==> src/rtl/sprite_pkg.sv <==
// Shared widths, arbiter states and the read-tag record for the sprite ROM arbiter.
package sprite_pkg;

    localparam int ADDR_W  = 20;
    localparam int DATA_W  = 12;
    localparam int ROM_LAT = 1;

    typedef enum logic [1:0] {
        ARB   = 2'd0,
        LOCK0 = 2'd1,
        LOCK1 = 2'd2
    } arb_state_t;

    // One in-flight read: valid flag plus the requester it belongs to.
    typedef struct packed {
        logic valid;
        logic id;
    } rom_tag_t;

endpackage

==> src/rtl/rom_tag_pipe.sv <==
// Valid+ID delay line that keeps each accepted read's owner aligned with the ROM data.
module rom_tag_pipe
    import sprite_pkg::*;
#(
    parameter int DEPTH = 2
) (
    input  logic clk,
    input  logic rst,
    input  logic in_valid,
    input  logic in_id,
    output logic out_valid,
    output logic out_id
);

    rom_tag_t tag_in;
    rom_tag_t tag_reg [DEPTH];

    assign tag_in = '{valid: in_valid, id: in_id};

    genvar gi;
    generate
        for (gi = 0; gi < DEPTH; gi++) begin : g_stage
            rom_tag_t tag_next;

            if (gi == 0) begin : g_head
                assign tag_next = tag_in;
            end else begin : g_tail
                assign tag_next = tag_reg[gi-1];
            end

            always_ff @(posedge clk or negedge rst) begin
                if (!rst) begin
                    tag_reg[gi] <= '0;
                end else begin
                    tag_reg[gi] <= tag_next;
                end
            end
        end
    endgenerate

    assign out_valid = tag_reg[DEPTH-1].valid;
    assign out_id    = tag_reg[DEPTH-1].id;

endmodule

==> src/rtl/sprite_rom_arb.sv <==
// Two-requester sprite ROM arbiter: round-robin with optional burst lock, fixed-latency returns.
module sprite_rom_arb
    import sprite_pkg::*;
#(
    parameter int ADDR_W   = sprite_pkg::ADDR_W,
    parameter int DATA_W   = sprite_pkg::DATA_W,
    parameter int ROM_LAT  = sprite_pkg::ROM_LAT,
    parameter int MAX_LOCK = 256
) (
    input  logic              clk,
    input  logic              rst,
    input  logic              req0,
    input  logic              lock0,
    input  logic [ADDR_W-1:0] addr0,
    output logic              gnt0,
    output logic [DATA_W-1:0] rdata0,
    output logic              rvalid0,
    input  logic              req1,
    input  logic              lock1,
    input  logic [ADDR_W-1:0] addr1,
    output logic              gnt1,
    output logic [DATA_W-1:0] rdata1,
    output logic              rvalid1,
    output logic              rom_en,
    output logic [ADDR_W-1:0] rom_addr,
    input  logic [DATA_W-1:0] rom_dout
);

    localparam int              CNT_W    = $clog2(MAX_LOCK + 1);
    localparam logic [CNT_W-1:0] LOCK_MAX = CNT_W'(MAX_LOCK);

    arb_state_t       state_reg, state_next;
    logic             prio_reg, prio_next;
    logic [CNT_W-1:0] lock_cnt_reg, lock_cnt_next;
    logic [CNT_W-1:0] lock_cnt_inc;

    logic accept;
    logic tag_valid;
    logic tag_id;

    // Grants are combinational so a requester sees acceptance in the same cycle.
    always_comb begin
        gnt0 = 1'b0;
        gnt1 = 1'b0;
        if (rst) begin
            case (state_reg)
                ARB: begin
                    if (req0 && (!req1 || !prio_reg)) begin
                        gnt0 = 1'b1;
                    end else if (req1) begin
                        gnt1 = 1'b1;
                    end
                end
                LOCK0:   gnt0 = req0;
                LOCK1:   gnt1 = req1;
                default: ;
            endcase
        end
    end

    assign accept       = gnt0 | gnt1;
    assign lock_cnt_inc = (lock_cnt_reg == LOCK_MAX) ? lock_cnt_reg : lock_cnt_reg + 1'b1;

    always_comb begin
        state_next    = state_reg;
        prio_next     = prio_reg;
        lock_cnt_next = lock_cnt_reg;
        case (state_reg)
            ARB: begin
                if (accept) begin
                    prio_next = gnt0;
                    if (gnt0 && lock0) begin
                        state_next    = LOCK0;
                        lock_cnt_next = CNT_W'(1);
                    end else if (gnt1 && lock1) begin
                        state_next    = LOCK1;
                        lock_cnt_next = CNT_W'(1);
                    end
                end
            end
            LOCK0: begin
                if (gnt0) begin
                    lock_cnt_next = lock_cnt_inc;
                end
                if (!req0 || !lock0) begin
                    state_next = ARB;
                end else if (lock_cnt_next == LOCK_MAX) begin
                    state_next = ARB;
                    prio_next  = 1'b1;
                end
            end
            LOCK1: begin
                if (gnt1) begin
                    lock_cnt_next = lock_cnt_inc;
                end
                if (!req1 || !lock1) begin
                    state_next = ARB;
                end else if (lock_cnt_next == LOCK_MAX) begin
                    state_next = ARB;
                    prio_next  = 1'b0;
                end
            end
            default: begin
                state_next = ARB;
            end
        endcase
    end

    always_ff @(posedge clk or negedge rst) begin
        if (!rst) begin
            state_reg    <= ARB;
            prio_reg     <= 1'b0;
            lock_cnt_reg <= '0;
        end else begin
            state_reg    <= state_next;
            prio_reg     <= prio_next;
            lock_cnt_reg <= lock_cnt_next;
        end
    end

    // rom_addr only moves on an accepted read so an idle ROM sees a stable address.
    always_ff @(posedge clk or negedge rst) begin
        if (!rst) begin
            rom_en   <= 1'b0;
            rom_addr <= '0;
        end else begin
            rom_en <= accept;
            if (accept) begin
                rom_addr <= gnt1 ? addr1 : addr0;
            end
        end
    end

    rom_tag_pipe #(
        .DEPTH (ROM_LAT + 1)
    ) u_tag_pipe (
        .clk       (clk),
        .rst       (rst),
        .in_valid  (accept),
        .in_id     (gnt1),
        .out_valid (tag_valid),
        .out_id    (tag_id)
    );

    always_ff @(posedge clk or negedge rst) begin
        if (!rst) begin
            rvalid0 <= 1'b0;
            rvalid1 <= 1'b0;
            rdata0  <= '0;
            rdata1  <= '0;
        end else begin
            rvalid0 <= tag_valid && !tag_id;
            rvalid1 <= tag_valid && tag_id;
            if (tag_valid && !tag_id) begin
                rdata0 <= rom_dout;
            end
            if (tag_valid && tag_id) begin
                rdata1 <= rom_dout;
            end
        end
    end

endmodule

==> config.mk <==
export PLATFORM = sky130hd
export DESIGN_NAME = sprite_rom_arb
export DESIGN_NICKNAME = d
export VERILOG_FILES = /design/src/rtl/sprite_pkg.sv /design/src/rtl/rom_tag_pipe.sv /design/src/rtl/sprite_rom_arb.sv
export SDC_FILE = /design/constraint.sdc
export NUM_CORES = 1
export LEC_CHECK = 0
export ABC_AREA = 1
export BUFFER_PORTS_ARGS = -buffer_cell sky130_fd_sc_hd__buf_2
export CAP_MARGIN = 25
export CORE_MARGIN = 5
export CORE_UTILIZATION = 45
export CTS_CLUSTER_SIZE = 30
export DETAILED_ROUTE_END_ITERATION = 16
export PLACE_DENSITY = 0.72
export SYNTH_ARGS = -nofsm -noshare
export SYNTH_HDL_FRONTEND = slang
export SYNTH_SLANG_ARGS = --single-unit
==> constraint.sdc <==
create_clock -name clk -period 1.83 [get_ports clk]
set_input_delay 0.183 -clock clk [delete_from_list [all_inputs] [get_ports clk]]
set_output_delay 0.183 -clock clk [all_outputs]
set_load 0.02 [all_outputs]
==> key figures <==
Status
  – Run status: complete, but fails checks
  – Failing checks: setup timing

Yosys
  – Seq/Total Area, Yosys: a little under half
  – #FFs+latches synth: a little over 60
  – Cells after synthesis: between 400 and 500
  – Share of the synthesized area in the top cell type: a little under half
  – Dominant cell type by area after synthesis: dfrtp_1
  – Synth area leaders: dfrtp_1 48%, nand2_1 15%, nand3_1 12%, o21ai_0 5.9%, inv_1 4.1%
  – Post-Syn Area per Cell: 7.62 um^2
  – Mapped Nets: 489
  – Yosys warning total: 0
  – Cell area after synthesis: around 3200 um^2
  – Synth unique cells: 27

Floorplanning
  – Core Rows: 31
  – Die X: ~95 um
  – Die area: 9000 um^2
  – Io pins: ~110
  – CORE AREA: 7140 um^2
  – DIE HEIGHT: around 95 um
  – Initial Util: a little under half

Final layout
  – Storage element area: roughly 1600 um^2
  – Largest registers: rom_addr (20), rdata0 (12), rdata1 (12)
  – ANT cells: 0
  – Fraction of layout cells with a size suffix above 1: 42.4%
  – Most flops, register: rom_addr
  – Commonest non-fill, non-tap cells in the layout: 119 x nand2_1, 104 x buf_2, 69 x nand3_1
  – Area of the multi-input gates: about 1700 um^2
  – Synthesis-to-finish area growth: 52.4%
  – Fin nets: 661
  – Post-route cell area: 4940 um^2
  – Fillers: approximately 570
  – Max FFs per register: 20
  – Non-filler cells in the finished layout: 701
  – Most common library cell in the layout ignoring fill and taps: nand2_1

Global route
  – Largest net degree at the start of global routing: 59
  – GRT Overall Usage: a little under a quarter
  – Vias in the first global route: 3,489
  – Initial antenna violation count: 0
  – Global-route wire length before repair: ~16 mm
  – Total grt overflow: 0

Min path
  – HP Start: addr1[6]
  – HP Class: in2reg

Power
  – Leak: between 2 and 3 nW
  – Pwr dens: roughly 1600 nW/um^2
  – Max VDD drop: about 0.81 mV

STA
  – # setup viols final: 12
  – Final min period: slightly below 2 ns
  – Worst clock skew: between 0.008 and 0.009 ns
  – Actual slew at the worst max-slew pin: a little over 0.7 ns
  – Hold Violations, Final: 0
  – Slew Limit Fails: 0
  – RSZ-0062 raised after global routing: yes
  – Highest clock rate: about 510 MHz
  – Final worst slack: -0.128 ns
  – Fin crit share: 107%
  – Max transition margin: 51.7%

Placement
  – HPWL after DPL: slightly below 7 mm
  – # placed instances: about 660
  – Port buffer count: 106
  – Placed instance area: 4220 um^2
  – Final Wtd Congestion: between 0.9 and 1

Drt
  – Met2 Wirelength: roughly 5.3 mm
  – Met1 WL: between 4 and 5 mm
  – Initial DRC count: 278
  – Top sig layer: met4
  – DRT Wirelength: 10.5 mm
  – Final ANT Viol Nets: 0
  – Detailed-route DRC error count: 0
  – Drt pass-1 iters: 7
  – Detailed-route wire length per cell: approximately 15 um
  – Via count: roughly 3,600
  – Routed wl met3: slightly below 800 um
  – Vias per cell: 5.17

Flow run
  – Max-Cap Viols: 0

Clocking
  – Worst-path clk slew: 0.07 ns
  – Max clock buf depth: 2
  – Clock root cell: clkbuf_8
  – Total CTS buffers: 9
  – H-tree levels: 3
  – Worst skew pair latency: between 0.3 and 0.4 ns
  – CTS tree: built
  – CTS Sinks: 62

Setup path
  – Crit path required time: approximately 2.1 ns
  – Cell family with most CP delay: simple AND/OR/NAND/NOR gates
  – CP startpoint: state_reg[0]$_DFFE_PN0P_
  – Max FO, Critical Path: 6
  – FF-to-FF Start: state_reg[0]$_DFFE_PN0P_
  – CP cell instances: inv_2 -> buf_6 -> ha_4 -> inv_4 -> nand2_4 -> nand2_4 -> o21ai_2 -> nand2_2 -> nor2_4 -> nand3_2 -> nand3_2 -> nand3_2 -> nand2_1 -> nand2_1
  – Crit Path Category: reg2reg
  – Worst setup EP type: flip-flop
  – Critical-path top delay cell: dfrtp_1
  – Critical path arrival: around 2.2 ns
  – WP buf/inv: 3
  – Startpoint types: flip-flop
  – Cell mode on critical path: nand3_2
  – Worst path max stage delay: 0.42 ns
what timing repair did:
action / in CTS / in global routing
cloned: 6 / 0
resized for setup: 55 / 26
pin swaps: 24 / 11
buffers inserted: 18 / 4
hold endpoints to repair: 4 / 0
hold buffers: 1 / 0
setup endpoints to repair: 14 / 34
per-layer routing:
layer  global-route usage, %  vias up
met5                       0        -
met3                    5.10       22
met2                    39.2      164
li1                        -     1742
met1                    28.9     1694
met4                    8.89        0
Yosys cell counts:
master / number
o221ai_1: 1
ha_1: 6
a31oi_1: 1
a21oi_1: 3
nand2_1: 131
nand3_1: 77
o21ai_1: 9
xor2_1: 1
buf_6: 1
nand4_1: 4
a21oi_4: 1
buf_4: 1
nor2_2: 3
nand3_2: 2
nand2_2: 4
a22o_1: 1
nor3_1: 1
buf_2: 2
nand2_4: 2
buf_1: 4
dfrtp_1: 62
clkbuf_1: 10
o21ai_0: 38
o22ai_1: 6
inv_1: 35
nor2_1: 12
inv_2: 7
worst paths after layout:
path	end	slack (ns)	cells after the start
setup / recovery	state_reg[0]$_DFFE_PN0P_	-0.13	14
hold / removal	rom_addr[6]$_DFFE_PN0P_	0.06	3
setup reg to reg	state_reg[0]$_DFFE_PN0P_	-0.13	14
hold reg to reg	u_tag_pipe.out_id$_DFF_PN0_	0.36	0
max in group asynchronous	state_reg[1]$_DFFE_PN0P_	1.25	3
min in group asynchronous	rdata1[0]$_DFFE_PN0P_	0.09	2
worst min-delay path, delay by kind of cell:
family / cells / cell delay, ns
AND/OR/NAND/NOR: 2 / 0.11
buffers and inverters: 1 / 0.08
final cells by class:
type / count / area share, %
Clock inverter: 5 / 1.65
Clock buffer: 11 / 3.06
Tap cell: 99 / 2.51
Timing Repair inverter: 2 / 0.279
Timing Repair Buffer: 175 / 23.0
Multi-Input combinational cell: 305 / 34.6
Inverter: 42 / 3.50
Sequential cell: 62 / 31.4
metrics by stage:
| stage | setup slack, ns | util, % | hold WS [ns] | TNS, ns | power (mW) |
|---|---|---|---|---|---|
| 6_report | -0.128 | 69.2 | 0.0577 | -0.638 | 7.93 |
| 5_1_grt | -0.266 | 69.2 | 0.0441 | -2.19 | 8.43 |
| 4_1_cts | -0.0548 | 68.1 | 0.0433 | -0.261 | 7.76 |
| 3_5_place_dp | -0.252 | 59.2 | 0.193 | -2.16 | 5.81 |
| 3_3_place_gp | -0.227 | 59.2 | 0.187 | -1.73 | 5.73 |
| 2_1_floorplan | 0.0128 | - | -0.113 | 0 | 4.41 |
kinds of logic after synthesis:
logic type,Yosys count,share of synthesized area [%]
flip-flops,62,47.9
AND/OR/NAND/NOR,236,32.0
XOR/XNOR,1,0.270
adder cells (fa/ha/maj),6,2.32
AO/OA/AOI/OAI,60,10.1
buffers and inverters,60,7.37
report_power, final:
part / total [mW] / switching [mW] / internal, mW
Clock: 1.39 / 0.549 / 0.841
Sequential: 2.27 / 0.330 / 1.94
Combinational: 4.27 / 2.53 / 1.73
Power figures use the tool's default switching activity.
